`config.mk`:
```
export PLATFORM = sky130hd
export DESIGN_NAME = gate_bist
export DESIGN_NICKNAME = d
export VERILOG_FILES = /design/src/rtl/gate_bist_pkg.sv /design/src/rtl/bist_settle_timer.sv /design/src/rtl/gate_bist.sv
export SDC_FILE = /design/constraint.sdc
export NUM_CORES = 1
export LEC_CHECK = 0
export BUFFER_PORTS_ARGS = -buffer_cell sky130_fd_sc_hd__buf_2
export CAP_MARGIN = 20
export CORE_MARGIN = 4
export CORE_UTILIZATION = 55
export DETAILED_ROUTE_END_ITERATION = 6
export PLACE_DENSITY = 0.89
export SYNTH_ARGS = -nofsm -noshare
export SYNTH_HDL_FRONTEND = slang
export SYNTH_SLANG_ARGS = --single-unit
```
`constraint.sdc`:
```
create_clock -name clk -period 2.32 [get_ports clk]
set_clock_uncertainty 0.05 [all_clocks]
set_input_delay 0.348 -clock clk [delete_from_list [all_inputs] [get_ports clk]]
set_output_delay 0.348 -clock clk [all_outputs]
set_load 0.03 [all_outputs]
```
`src/rtl/gate_bist_pkg.sv`:
```
// Shared definitions for the gate BIST engine.
//   state_t : FSM state encoding (IDLE/SETTLE/CHECK/DONE)
//   TT_*    : 2-input truth tables indexed by {a,b}; bit0 is the output for a=0,b=0.
package gate_bist_pkg;

  typedef enum logic [1:0] {
    IDLE   = 2'd0,
    SETTLE = 2'd1,
    CHECK  = 2'd2,
    DONE   = 2'd3
  } state_t;

  localparam logic [3:0] TT_NOR  = 4'b0001;
  localparam logic [3:0] TT_AND  = 4'b1000;
  localparam logic [3:0] TT_OR   = 4'b1110;
  localparam logic [3:0] TT_NAND = 4'b0111;
  localparam logic [3:0] TT_XOR  = 4'b0110;

endpackage

```
`src/rtl/bist_settle_timer.sv`:
```
// Loadable down-counter that times how long each stimulus vector is held.
//   clk, rst   : clock, synchronous active-high reset (count -> 0)
//   load       : load load_val (wins over dec)
//   load_val   : reload value
//   dec        : decrement by one when nonzero
//   zero       : count is zero
module bist_settle_timer #(
  parameter int W = 2
) (
  input  logic         clk,
  input  logic         rst,
  input  logic         load,
  input  logic [W-1:0] load_val,
  input  logic         dec,
  output logic         zero
);

  logic [W-1:0] cnt;

  always_ff @(posedge clk) begin
    if (rst)                  cnt <= '0;
    else if (load)            cnt <= load_val;
    else if (dec && cnt != 0) cnt <= cnt - 1'b1;
  end

  assign zero = (cnt == '0);

endmodule

```
`src/rtl/gate_bist.sv`:
```
// Self-checking stimulus engine for 2-input gates. Sweeps {a,b} through
// 00,01,10,11, holds each vector SETTLE_CYCLES cycles, then samples all
// N_DUT instance outputs for one cycle against TRUTH.
//   clk, rst         : clock, synchronous active-high reset
//   start            : request a sweep (accepted in IDLE or DONE)
//   a, b             : shared stimulus to all instances
//   c_in             : instance outputs, bit i = instance i
//   busy             : sweep in progress
//   done             : sweep complete, sticky until next start or rst
//   pass             : done with no mismatches
//   fail_mask        : per-instance sticky mismatch flags
//   first_fail_vec   : {a,b} of first vector that mismatched anywhere
//   first_fail_valid : first_fail_vec is meaningful
module gate_bist
  import gate_bist_pkg::*;
#(
  parameter int         N_DUT         = 3,
  parameter int         SETTLE_CYCLES = 2,
  parameter logic [3:0] TRUTH         = TT_NOR
) (
  input  logic             clk,
  input  logic             rst,
  input  logic             start,
  output logic             a,
  output logic             b,
  input  logic [N_DUT-1:0] c_in,
  output logic             busy,
  output logic             done,
  output logic             pass,
  output logic [N_DUT-1:0] fail_mask,
  output logic [1:0]       first_fail_vec,
  output logic             first_fail_valid
);

  localparam int           TW     = $clog2(SETTLE_CYCLES) + 1;
  localparam logic [TW-1:0] RELOAD = TW'(SETTLE_CYCLES - 1);

  state_t           state_q, state_d;
  logic [1:0]       vec_q, vec_d;
  logic             busy_d, done_d;
  logic [N_DUT-1:0] fail_mask_d;
  logic [1:0]       ffv_d;
  logic             ffvalid_d;
  logic             tmr_load, tmr_dec, tmr_zero;
  logic             exp_bit;
  logic [N_DUT-1:0] mismatch;

  bist_settle_timer #(.W(TW)) u_timer (
    .clk      (clk),
    .rst      (rst),
    .load     (tmr_load),
    .load_val (RELOAD),
    .dec      (tmr_dec),
    .zero     (tmr_zero)
  );

  // Expected output for the vector currently on a/b; one comparator per lane.
  assign exp_bit = TRUTH[vec_q];

  for (genvar i = 0; i < N_DUT; i++) begin : g_lane
    assign mismatch[i] = c_in[i] ^ exp_bit;
  end

  // a/b are simply the registered vector index, so they reset to 00 and
  // naturally stay at 11 once the sweep finishes.
  assign a    = vec_q[1];
  assign b    = vec_q[0];
  assign pass = done && (fail_mask == '0);

  always_ff @(posedge clk) begin
    if (rst) begin
      state_q          <= IDLE;
      vec_q            <= 2'b00;
      busy             <= 1'b0;
      done             <= 1'b0;
      fail_mask        <= '0;
      first_fail_vec   <= 2'b00;
      first_fail_valid <= 1'b0;
    end else begin
      state_q          <= state_d;
      vec_q            <= vec_d;
      busy             <= busy_d;
      done             <= done_d;
      fail_mask        <= fail_mask_d;
      first_fail_vec   <= ffv_d;
      first_fail_valid <= ffvalid_d;
    end
  end

  always_comb begin
    state_d     = state_q;
    vec_d       = vec_q;
    busy_d      = busy;
    done_d      = done;
    fail_mask_d = fail_mask;
    ffv_d       = first_fail_vec;
    ffvalid_d   = first_fail_valid;
    tmr_load    = 1'b0;
    tmr_dec     = 1'b0;

    unique case (state_q)
      // A restart from DONE wipes the previous results on the same edge.
      IDLE, DONE: begin
        if (start) begin
          state_d     = SETTLE;
          vec_d       = 2'b00;
          busy_d      = 1'b1;
          done_d      = 1'b0;
          fail_mask_d = '0;
          ffv_d       = 2'b00;
          ffvalid_d   = 1'b0;
          tmr_load    = 1'b1;
        end
      end

      // start is deliberately ignored here and in CHECK.
      SETTLE: begin
        if (tmr_zero) state_d = CHECK;
        else          tmr_dec = 1'b1;
      end

      CHECK: begin
        fail_mask_d = fail_mask | mismatch;
        if ((mismatch != '0) && !first_fail_valid) begin
          ffv_d     = vec_q;
          ffvalid_d = 1'b1;
        end
        if (vec_q == 2'd3) begin
          state_d = DONE;
          busy_d  = 1'b0;
          done_d  = 1'b1;
        end else begin
          state_d  = SETTLE;
          vec_d    = vec_q + 2'd1;
          tmr_load = 1'b1;
        end
      end

      default: state_d = IDLE;
    endcase
  end

endmodule

```
==> Implementation_results.wiki, run 1 <==
{| class="wikitable"
! Metric !! Value
|-
| Post-synth EDFFs || 0
|-
| Startpoint Class || flip-flop
|-
| Worst path cell trace || inv_1, ha_1, nor4_1, or3_1, nand3_1, a31oi_1
|-
| Synthesis-to-finish area growth || 16.3%
|-
| Delay of the slowest cell on the worst path || 410 ps
|-
| Tightest Pin Transition || 450 ps
|-
| Vias per cell || 5.74
|-
| Final core area utilization || 0.678
|-
| Summed negative setup slack over all endpoints || 0 ps
|-
| Clock slew at the register clock pins of the worst setup and hold paths || 90 ps
|-
| H-tree levels || 1
|-
| Latest clock arrival within the worst-skew pair || 290 ps
|-
| Leading area contributor after synthesis || sky130_fd_sc_hd__dfxtp_1
|-
| Setup Viol. Count Final || 0
|-
| Sink count of the clock tree || 14
|-
| Total core area || 0.00130 mm2
|-
| Post-Layout Inst Area || 882 um2
|-
| Number of antenna-violating nets in the routed design || 0
|-
| Area fraction of the dominant cell type after synthesis || 0.370
|-
| Count of input and output buffers || 16
|-
| Count of instances resized after the clock tree is built || 0
|-
| Cell at the root of the clock tree || sky130_fd_sc_hd__clkbuf_4
|-
| Number of nets in the synthesized netlist || 106
|-
| CTS tree || yes
|-
| Synthesis-stage register bit count || 14
|-
| Final wirelength || 1.70 mm
|-
| Total inserted antenna cells || 0
|-
| Die Width || 45.1 um
|-
| CP max stage cell || sky130_fd_sc_hd__nor4_1
|-
| Top cells by area, synth || sky130_fd_sc_hd__dfxtp_1, sky130_fd_sc_hd__ha_1, sky130_fd_sc_hd__a21oi_1
|-
| Leakage power of the design || 0.382 nW
|-
| Netlist area before placement || 758 um2
|-
| Sum of overflow across all layers after global routing || 0
|-
| Maximum fanout along the worst path || 5
|-
| Fraction of final layout cells sized beyond drive strength 1 || 0.205
|-
| Slew headroom || 0.700
|-
| Commonest non-fill, non-tap cells in the layout || sky130_fd_sc_hd__buf_2, sky130_fd_sc_hd__dfxtp_1, sky130_fd_sc_hd__nor2_1
|-
| Number of buffers between clock root and the deepest sink || 2
|-
| DP Wirelength || 1.23 mm
|-
| Final number of hold-violating endpoints || 0
|-
| Total iterations of the first detailed-routing run || 5
|-
| Power Density || 891 mW/mm2
|-
| Overall track demand over capacity in global routing || 0.197
|-
| Type of the worst setup path || reg -> reg
|-
| Class of the most critical hold timing path || in -> reg
|-
| Buf/Inv on CP || 1
|-
| Total via count after detailed routing || 729
|-
| Max IR drop VDD || 463 uV
|-
| Antenna violations before repair || 0
|-
| Post-synthesis sequential area ratio || 0.370
|-
| Die span in y || 45.1 um
|-
| Iteration-0 DRC Markers || 19
|-
| Most used flip-flop cell after synthesis || sky130_fd_sc_hd__dfxtp_1
|-
| Via count of the first global-routing pass || 667
|-
| Distinct cell type count after synthesis || 29
|-
| Signal arrival time at the worst endpoint || 1940 ps
|-
| Placed standard-cell area || 846 um2
|-
| Crit path capture type || flip-flop
|-
| Cell family with most CP delay || simple AND/OR/NAND/NOR gates
|-
| Total I/O pin count || 17
|-
| Initial core utilization || 0.583
|-
| Post-CTS Setup Repair Bufs || 0
|-
| DRC || 0
|-
| Endpoint required time on the critical path || 2490 ps
|-
| Mapped Cells || 94
|-
| Clock period minus worst slack || 1770 ps
|-
| Number of nets in the layout || 125
|-
| Worst Slack Setup Final || 550 ps
|-
| Clock buffer count from CTS || 3
|-
| Cts hold-fix bufs || 0
|-
| Outcome || finished, final reports clean
|-
| Maximum number of pins on one net before global-route repair || 15
|-
| Proportion of synthesized flip-flops having asynchronous set or reset || 0
|-
| Achievable frequency || 565 MHz
|-
| Wire length of the first global-routing pass || 2.87 mm
|-
| Unrepaired setup endpoints after global routing || no
|-
| Yosys Warn Count || 0
|-
| Global placement routability congestion || 0.787
|-
| Number of max-capacitance violations reported || 0
|-
| Routed wire length per instance || 13.4 um
|-
| Most common library cell in the layout ignoring fill and taps || sky130_fd_sc_hd__buf_2
|-
| Tcrit/Tclk final || 0.763
|-
| Worst-case setup slack after placement || 574 ps
|-
| Number of placement rows || 13
|-
| Post-synthesis area per instance || 8.07 um2
|-
| Slew Viols, Final || 0
|-
| Die area || 0.00204 mm2
|-
| Number of fillers in the final layout || 103
|}
## worst paths after layout
path | to | start | cells past startpoint | slack (ps)
setup / recovery | first_fail_vec[1]$_SDFFE_PP0P_ | vec_q[1]$_SDFFE_PP0P_ | 6 | 550
hold reg to reg | first_fail_vec[0]$_SDFFE_PP0P_ | first_fail_vec[0]$_SDFFE_PP0P_ | 2 | 440
setup reg to reg | first_fail_vec[1]$_SDFFE_PP0P_ | vec_q[1]$_SDFFE_PP0P_ | 6 | 550
hold / removal | vec_q[1]$_SDFFE_PP0P_ | rst | 2 | 310
## through the flow
stage / power, mW / hold WS, ps / cells
2_1_floorplan: 0.535 / 426 / 94
6_report: 0.786 / 311 / 127
3_5_place_dp: 0.604 / 430 / 123
4_1_cts: 0.786 / 322 / 127
5_1_grt: 0.845 / 332 / 127
3_3_place_gp: 0.596 / 415 / 123
## report_power, final
group / leakage, nW / switching [mW] / internal, mW / total, mW
clock: 0.0210 / 0.0842 / 0.0957 / 0.180
sequential: 0.114 / 0.0265 / 0.277 / 0.303
combinational: 0.247 / 0.198 / 0.104 / 0.302
## layout make-up
cell class                 instances  area, um2  share of cell area
clock buffer                       4       36.3              0.0411
sequential                        14        280               0.318
multi-input combinational         71        440               0.499
inverter                           7       26.3              0.0298
tap                               15       18.8              0.0213
timing repair buffer              16       80.1              0.0908
## worst reg2reg max path, stage by stage (launching register included)
cell and delay [ps]:
sky130_fd_sc_hd__dfxtp_1 400, sky130_fd_sc_hd__inv_1 100, sky130_fd_sc_hd__ha_1 290, sky130_fd_sc_hd__nor4_1 410, sky130_fd_sc_hd__or3_1 190, sky130_fd_sc_hd__nand3_1 80
sky130_fd_sc_hd__a31oi_1 180
## cells by family (layout without fill, tap and decap cells)
family	Yosys count	count (layout)	synth area share
buffers and inverters	9	27	0.0495
DFF	14	14	0.370
xor gates and xnor gates	4	4	0.0462
AOI/OAI and AO/OA	20	20	0.158
adders and majority gates	6	6	0.0990
and+or+nand+nor	41	41	0.277
## Yosys cell counts, types with 3 or more instances
cell / number
sky130_fd_sc_hd__a21oi_1: 11
sky130_fd_sc_hd__dfxtp_1: 14
sky130_fd_sc_hd__ha_1: 6
sky130_fd_sc_hd__inv_1: 7
sky130_fd_sc_hd__nand2_1: 6
sky130_fd_sc_hd__nand2b_1: 3
sky130_fd_sc_hd__nand3_1: 3
sky130_fd_sc_hd__nor2_1: 12
sky130_fd_sc_hd__nor3_1: 4
sky130_fd_sc_hd__xor2_1: 3
## layer usage
| metal | track usage | up-vias | part of all wire |
|---|---|---|---|
| met5 | 0 | - | 0 |
| met4 | 0.123 | 0 | 0.021 |
| met3 | 0.0478 | 5 | 0.032 |
| met2 | 0.308 | 12 | 0.49 |
| met1 | 0.240 | 348 | 0.45 |
| li1 | - | 364 | - |
## sequential cells by signal, summed over array words and instances (netlist names)
signal / cells
u_timer.cnt: 2
busy: 1
state_q: 2
first_fail_valid: 1
done: 1
fail_mask: 3
first_fail_vec: 2
vec_q: 2
Note: power is estimated with default switching activity, not from simulation.
==> run 2: changes to the inputs <==
--- a/config.mk
+++ b/config.mk
@@ -5,12 +5,13 @@
 export SDC_FILE = /design/constraint.sdc
 export NUM_CORES = 1
 export LEC_CHECK = 0
+export ABC_AREA = 1
 export BUFFER_PORTS_ARGS = -buffer_cell sky130_fd_sc_hd__buf_2
 export CAP_MARGIN = 20
 export CORE_MARGIN = 4
-export CORE_UTILIZATION = 55
+export CORE_UTILIZATION = 46
 export DETAILED_ROUTE_END_ITERATION = 6
-export PLACE_DENSITY = 0.89
+export PLACE_DENSITY = 0.8
 export SYNTH_ARGS = -nofsm -noshare
 export SYNTH_HDL_FRONTEND = slang
 export SYNTH_SLANG_ARGS = --single-unit
==> constraint.sdc (replaced) <==
create_clock -name clk -period 1.6 [get_ports clk]
set_clock_uncertainty 0.05 [all_clocks]
set_input_delay 0.24 -clock clk [delete_from_list [all_inputs] [get_ports clk]]
set_output_delay 0.24 -clock clk [all_outputs]
set_load 0.03 [all_outputs]
==> run 2 against run 1 <==
Compared with the run above: final area grew 9.4%; sequential power up 46%; clock power up 37%; hold slack worse by 89 ps; synthesized cell count grew 16%; total power up 58%; area after synthesis is 1.7% higher; critical path depth rose by 3.
==> Implementation_results.wiki, run 2 <==
{| class="wikitable"
! Metric !! Value
|-
| Final wirelength || 1.57 mm (-7.7%)
|-
| Total I/O pin count || 17 (unchanged)
|-
| Netlist area before placement || 771 um2 (+1.7%)
|-
| Initial core utilization || 0.500 (-0.0827)
|-
| Clock period minus worst slack || 1490 ps (-276 ps)
|-
| Yosys Warn Count || 0 (unchanged)
|-
| Number of nets in the synthesized netlist || 121 (+14%)
|-
| Maximum number of pins on one net before global-route repair || 11 (-4)
|-
| Via count of the first global-routing pass || 674 (+1.0%)
|-
| DP Wirelength || 1.25 mm (+1.5%)
|-
| Commonest non-fill, non-tap cells in the layout || sky130_fd_sc_hd__nand2_1, sky130_fd_sc_hd__inv_1, sky130_fd_sc_hd__buf_2
|-
| Synthesis-stage register bit count || 14 (unchanged)
|-
| Die Width || 48.9 um (+8.4%)
|-
| Max FFs per register || 3 (unchanged)
|-
| Maximum fanout along the worst path || 3 (-2)
|-
| Post-synthesis area per instance || 7.07 um2 (-12%)
|-
| Final number of hold-violating endpoints || 0 (unchanged)
|-
| Achievable frequency || 669 MHz (+18%)
|-
| Endpoint required time on the critical path || 1720 ps (-770 ps)
|-
| Power Density || 1290 mW/mm2 (+44%)
|-
| Cell at the root of the clock tree || sky130_fd_sc_hd__clkbuf_4
|-
| Unrepaired setup endpoints after global routing || no
|-
| Tightest Pin Transition || 222 ps (-228 ps)
|-
| Proportion of synthesized flip-flops having asynchronous set or reset || 0 (unchanged)
|-
| Setup Viol. Count Final || 0 (unchanged)
|-
| Post-synthesis sequential area ratio || 0.364 (-0.00600)
|-
| Number of nets in the layout || 146 (+17%)
|-
| Global placement routability congestion || 0.759 (-3.5%)
|-
| Most common library cell in the layout ignoring fill and taps || sky130_fd_sc_hd__nand2_1
|-
| Slew headroom || 0.851 (+0.151)
|-
| Leakage power of the design || 0.498 nW (+30%)
|-
| Startpoint Class || flip-flop
|-
| Synthesis-to-finish area growth || 25.2%
|-
| Number of buffers between clock root and the deepest sink || 2 (unchanged)
|-
| Latest clock arrival within the worst-skew pair || 270 ps (-20 ps)
|-
| Routed wire length per instance || 10.5 um (-21%)
|-
| Mapped Cells || 109 (+16%)
|-
| H-tree levels || 1 (unchanged)
|-
| Clock buffer count from CTS || 3 (unchanged)
|-
| Top cells by area, synth || sky130_fd_sc_hd__dfxtp_1, sky130_fd_sc_hd__nand2_1, sky130_fd_sc_hd__ha_1
|-
| Total core area || 0.00154 mm2 (+18%)
|-
| Total inserted antenna cells || 0 (unchanged)
|-
| Count of input and output buffers || 16 (unchanged)
|-
| Outcome || finished, final reports clean
|-
| Slew Viols, Final || 0 (unchanged)
|-
| Sum of overflow across all layers after global routing || 0 (unchanged)
|-
| DRC || 0 (unchanged)
|-
| CTS tree || yes
|-
| Worst hold path depth || 2 (unchanged)
|-
| Total iterations of the first detailed-routing run || 4 (-1)
|-
| Class of the most critical hold timing path || in -> reg
|-
| Slack of the worst reg-to-reg path || 110 ps (-440 ps)
|-
| Distinct cell type count after synthesis || 22 (-24%)
|-
| Type of the worst setup path || reg -> reg
|-
| Wire length of the first global-routing pass || 2.73 mm (-5.1%)
|-
| Post-synth EDFFs || 0 (unchanged)
|-
| Hold WS || 223 ps (-88.7 ps)
|-
| Overall track demand over capacity in global routing || 0.142 (-0.0550)
|-
| Summed negative setup slack over all endpoints || 0 ps (unchanged)
|-
| Crit path capture type || flip-flop
|-
| Clock slew at the register clock pins of the worst setup and hold paths || 80 ps (about the same)
|-
| Total via count after detailed routing || 731 (+0.27%)
|-
| Leading area contributor after synthesis || sky130_fd_sc_hd__dfxtp_1
|-
| Area fraction of the dominant cell type after synthesis || 0.364 (-0.00600)
|-
| Signal arrival time at the worst endpoint || 1610 ps (-330 ps)
|-
| Final core area utilization || 0.626 (-0.0521)
|-
| Ranking of synthesized cells by instance count || sky130_fd_sc_hd__nand2_1, sky130_fd_sc_hd__inv_1, sky130_fd_sc_hd__dfxtp_1, sky130_fd_sc_hd__nor2_1, sky130_fd_sc_hd__a21oi_1
|-
| Vias per cell || 4.91 (-15%)
|-
| Sink count of the clock tree || 14 (unchanged)
|-
| Number of antenna-violating nets in the routed design || 0 (unchanged)
|-
| Number of cells on the worst reg-to-reg path || 9 (+3)
|-
| Max IR drop VDD || 784 uV (+69%)
|-
| Fraction of final layout cells sized beyond drive strength 1 || 0.271 (+0.0653)
|-
| Number of placement rows || 14 (+1)
|-
| Tcrit/Tclk final || 0.934 (+0.171)
|-
| Most numerous cell in the Yosys netlist || sky130_fd_sc_hd__nand2_1
|-
| Die span in y || 48.9 um (+8.4%)
|-
| Die area || 0.00239 mm2 (+18%)
|-
| Most used flip-flop cell after synthesis || sky130_fd_sc_hd__dfxtp_1
|-
| Number of max-capacitance violations reported || 0 (unchanged)
|-
| Antenna violations before repair || 0 (unchanged)
|-
| Iteration-0 DRC Markers || 19 (unchanged)
|-
| Register with the most flip-flops || fail_mask
|}
run 2: logic make-up (layout without fill, tap and decap cells):
family                   Yosys count  after routing  share of synthesized area
flip-flops                        14             14                      0.364
AO/OA/AOI/OAI                     19             19                      0.148
AND/OR/NAND/NOR                   44             44                      0.252
adder cells (fa/ha/maj)            6              6                     0.0974
buffers and inverters             25             49                      0.128
XOR/XNOR                           1              1                     0.0114
run 2: worst paths after layout:
check	start	to
max reg2reg	state_q[0]$_SDFFE_PP0P_	busy$_SDFFE_PP0P_
min reg2reg	first_fail_vec[0]$_SDFFE_PP0P_	first_fail_vec[0]$_SDFFE_PP0P_
max	state_q[0]$_SDFFE_PP0P_	busy$_SDFFE_PP0P_
min	rst	first_fail_valid$_SDFFE_PP0P_
run 2: routing by layer:
metal / vias up / part of all wire / GRT usage
li1: 389 / - / -
met1: 319 / 0.44 / 0.167
met2: 21 / 0.47 / 0.228
met3: 2 / 0.079 / 0.0703
met4: 0 / 0.0051 / 0.0359
met5: - / 0 / 0
run 2: critical path, cell delays in order, from the launching register on:
cell                      delay, ps
sky130_fd_sc_hd__dfxtp_1        360
sky130_fd_sc_hd__inv_1           90
sky130_fd_sc_hd__ha_4           290
sky130_fd_sc_hd__inv_1           50
sky130_fd_sc_hd__nor2_1         160
sky130_fd_sc_hd__inv_1           90
sky130_fd_sc_hd__nand3_2         90
sky130_fd_sc_hd__nor2_1          50
sky130_fd_sc_hd__a21oi_1        110
sky130_fd_sc_hd__nor2_1          50
run 2: power by group:
part / internal, mW / leakage (nW) / switching, mW
sequential: 0.407 / 0.114 / 0.0350
combinational: 0.215 / 0.363 / 0.339
clock: 0.138 / 0.0210 / 0.108
total: 0.760 / 0.498 / 0.481
run 2: final cells by class:
class | count | area, um2
Clock buffer | 4 | 36.3
Fill cell | 139 | 577
Inverter | 22 | 82.6
Multi-Input combinational cell | 70 | 413
Sequential cell | 14 | 280
Tap cell | 16 | 20.0
Timing Repair Buffer | 23 | 133
run 2: per-stage QoR:
step	instance area, um2	setup slack (ps)	power, mW	instances
6_report	965	106	1.24	149
4_1_cts	927	43.8	1.20	146
2_1_floorplan	777	44.7	0.835	109
3_5_place_dp	891	75.2	0.948	142
5_1_grt	965	21.2	1.34	149
3_3_place_gp	891	133	0.933	142
run 2: repair_timing:
action,in CTS,in global routing
hold buffers,0,0
endpoints found under the setup margin,0,6
gates resized for setup,0,3
buffers inserted,0,3
hold endpoints to repair,0,0
==> run 3: changes to the inputs <==
--- a/config.mk
+++ b/config.mk
@@ -11,6 +11,7 @@
 export CORE_MARGIN = 4
 export CORE_UTILIZATION = 46
 export DETAILED_ROUTE_END_ITERATION = 6
+export MAX_ROUTING_LAYER = met4
 export PLACE_DENSITY = 0.8
 export SYNTH_ARGS = -nofsm -noshare
 export SYNTH_HDL_FRONTEND = slang
==> run 3 against run 2 <==
Compared with the run above: final cell count stayed put; clock power hardly changed; utilization stayed put; total power is 0.19% higher; critical path type unchanged.
==> Implementation_results.wiki, run 3 (same netlist as run 2, synthesis figures left out) <==
{| class="wikitable"
! Metric !! Value
|-
| Antenna violations before repair || 0 (unchanged)
|-
| Share of total power in sequential cells || 0.355 (about the same)
|-
| Summed negative setup slack over all endpoints || 0 ps (unchanged)
|-
| Sum of overflow across all layers after global routing || 0 (unchanged)
|-
| Total core area || 0.00154 mm2 (unchanged)
|-
| Sink count of the clock tree || 14 (unchanged)
|-
| Most common library cell in the layout ignoring fill and taps || sky130_fd_sc_hd__nand2_1
|-
| Fraction of final layout cells sized beyond drive strength 1 || 0.271 (unchanged)
|-
| Number of max-capacitance violations reported || 0 (unchanged)
|-
| Delay of the slowest cell on the worst path || 360 ps (about the same)
|-
| Initial core utilization || 0.500 (unchanged)
|-
| Cell family with most CP delay || flip-flops
|-
| Buf/Inv on CP || 3 (unchanged)
|-
| Outcome || finished, final reports clean
|-
| Die area || 0.00239 mm2 (unchanged)
|-
| H-tree levels || 1 (unchanged)
|-
| Final core area utilization || 0.626 (unchanged)
|-
| Signal arrival time at the worst endpoint || 1590 ps (-20 ps)
|-
| Number of buffers between clock root and the deepest sink || 2 (unchanged)
|-
| Post-Layout Inst Area || 965 um2 (unchanged)
|-
| Finished Layout Cells || 149 (unchanged)
|-
| Synthesis-to-finish area growth || 25.2% (unchanged)
|-
| Total via count after detailed routing || 747 (+2.2%)
|-
| Number of logic stages on the critical path including buffering || 9 (unchanged)
|-
| Worst path cell trace || inv_1, ha_4, inv_1, nor2_1, inv_1, nand3_2, nor2_1, a21oi_1, nor2_1
|-
| Type of the worst setup path || reg -> reg
|-
| Via count of the first global-routing pass || 669 (-0.74%)
|-
| Internal power || 0.760 mW (about the same)
|-
| Iteration-0 DRC Markers || 20 (+1)
|-
| Count of input and output buffers || 16 (unchanged)
|-
| Final number of hold-violating endpoints || 0 (unchanged)
|-
| Endpoint required time on the critical path || 1720 ps (about the same)
|-
| Crit path capture type || flip-flop
|-
| Final total power || 1.24 mW (+0.19%)
|-
| Register with the most flip-flops || fail_mask
|-
| DRC || 0 (unchanged)
|-
| Commonest non-fill, non-tap cells in the layout || sky130_fd_sc_hd__nand2_1, sky130_fd_sc_hd__inv_1, sky130_fd_sc_hd__buf_2
|-
| Switching Share || 0.389 (+0.00112)
|-
| Number of nets in the layout || 146 (unchanged)
|-
| Total iterations of the first detailed-routing run || 6 (+2)
|-
| Latest clock arrival within the worst-skew pair || 280 ps (about the same)
|-
| Max IR drop VDD || 784 uV (about the same)
|-
| Clock period minus worst slack || 1470 ps (-20.2 ps)
|-
| Hold WS || 219 ps (-4.14 ps)
|-
| Clock slew at the register clock pins of the worst setup and hold paths || 80 ps (about the same)
|-
| Final wirelength || 1.58 mm (+0.70%)
|-
| Number of placement rows || 14 (unchanged)
|-
| Worst hold path depth || 2 (unchanged)
|-
| Max FFs per register || 3 (unchanged)
|-
| Share of power burned in combinational logic || 0.446 (about the same)
|-
| Tcrit/Tclk final || 0.921 (-0.0126)
|-
| Slack of the worst reg-to-reg path || 130 ps (+20 ps)
|-
| Power Density || 1290 mW/mm2 (+0.19%)
|-
| Setup Viol. Count Final || 0 (unchanged)
|-
| DP Wirelength || 1.25 mm (unchanged)
|-
| Clock buffer count from CTS || 3 (unchanged)
|-
| Cell at the root of the clock tree || sky130_fd_sc_hd__clkbuf_4
|-
| Total inserted antenna cells || 0 (unchanged)
|-
| Number of fillers in the final layout || 139 (unchanged)
|-
| Leakage power of the design || 0.498 nW (unchanged)
|-
| Placed standard-cell area || 891 um2 (unchanged)
|-
| Worst-case setup slack after placement || 75.2 ps (unchanged)
|-
| Switching power summed over all nets || 0.484 mW (+0.48%)
|-
| Total instance count after detailed placement || 142 (unchanged)
|-
| Routed wire length per instance || 10.6 um (+0.70%)
|-
| Worst Slack Setup Final || 126 ps (+20.2 ps)
|-
| CTS tree || yes
|-
| Class of the most critical hold timing path || in -> reg
|-
| Tightest Pin Transition || 221 ps (-1.23 ps)
|-
| Slew Viols, Final || 0 (unchanged)
|-
| Total I/O pin count || 17 (unchanged)
|-
| Number of cells on the worst reg-to-reg path || 9 (unchanged)
|-
| Met1 Routed Length || 674 um (-2.9%)
|-
| CP max stage cell || sky130_fd_sc_hd__dfxtp_1
|-
| Unrepaired setup endpoints after global routing || no
|-
| WL met3 || 149 um (+20%)
|-
| Die Width || 48.9 um (unchanged)
|-
| Maximum fanout along the worst path || 3 (unchanged)
|-
| Met2 wire length || 745 um (+0.81%)
|-
| Achievable frequency || 678 MHz (+1.4%)
|-
| Wire length of the first global-routing pass || 2.73 mm (unchanged)
|-
| Maximum number of pins on one net before global-route repair || 11 (unchanged)
|-
| Overall track demand over capacity in global routing || 0.146 (+0.00385)
|-
| Clock Power Share || 0.199 (about the same)
|-
| Number of antenna-violating nets in the routed design || 0 (unchanged)
|-
| Top sig layer || met4
|-
| Vias per cell || 5.01 (+2.2%)
|-
| Startpoint Class || flip-flop
|-
| Cts hold-fix bufs || 0 (unchanged)
|-
| Global placement routability congestion || 0.769 (+1.3%)
|-
| Slew headroom || 0.852 (about the same)
|-
| Die span in y || 48.9 um (unchanged)
|}
## run 3: cell counts in the layout (fill, tap and decap cells not counted)
No cell type changed its count.
## run 3: final timing paths
kind / from / end
worst max register to register: state_q[0]$_SDFFE_PP0P_ / busy$_SDFFE_PP0P_
worst max-delay path: state_q[0]$_SDFFE_PP0P_ / busy$_SDFFE_PP0P_
worst min-delay path: rst / first_fail_vec[0]$_SDFFE_PP0P_
worst min register to register: first_fail_vec[0]$_SDFFE_PP0P_ / first_fail_vec[0]$_SDFFE_PP0P_
## run 3: metal layers
metal,global-route usage,vias up
li1,-,391
met1,0.167,320
met2,0.228,34
met3,0.0703,2
met4,0.0359,0
met5,-,-
## run 3: power by group through the flow
| stage | clock network, mW | logic (mW) | registers (mW) |
|---|---|---|---|
| after global placement | 0 | 0.486 | 0.446 |
| after CTS | 0.257 | 0.502 | 0.441 |
| final | 0.248 | 0.554 | 0.442 |
| after detailed placement | 0 | 0.499 | 0.449 |
| after global routing | 0.276 | 0.611 | 0.451 |
| after floorplan | 0 | 0.326 | 0.510 |
## run 3: repair_timing
item,4_1_cts,5_1_grt
resized for setup,0,3
endpoints found under the setup margin,0,6
setup buffers,0,3
## run 3: worst reg2reg max path, delay by kind of cell (launching register included)
family	cells	cell delay, ps
AO/OA/AOI/OAI	1	110
adder cells (fa/ha/maj)	1	290
buffers and inverters	3	220
flip-flops	1	360
AND/OR/NAND/NOR	4	330
## run 3: area by class of cell
type	instances	area (um2)	area share
multi-input cells	70	413	0.428
flip-flops and latches	14	280	0.291
repair buffers	23	133	0.137
inverters	22	82.6	0.0856
clock buffers	4	36.3	0.0376
well taps	16	20.0	0.0208
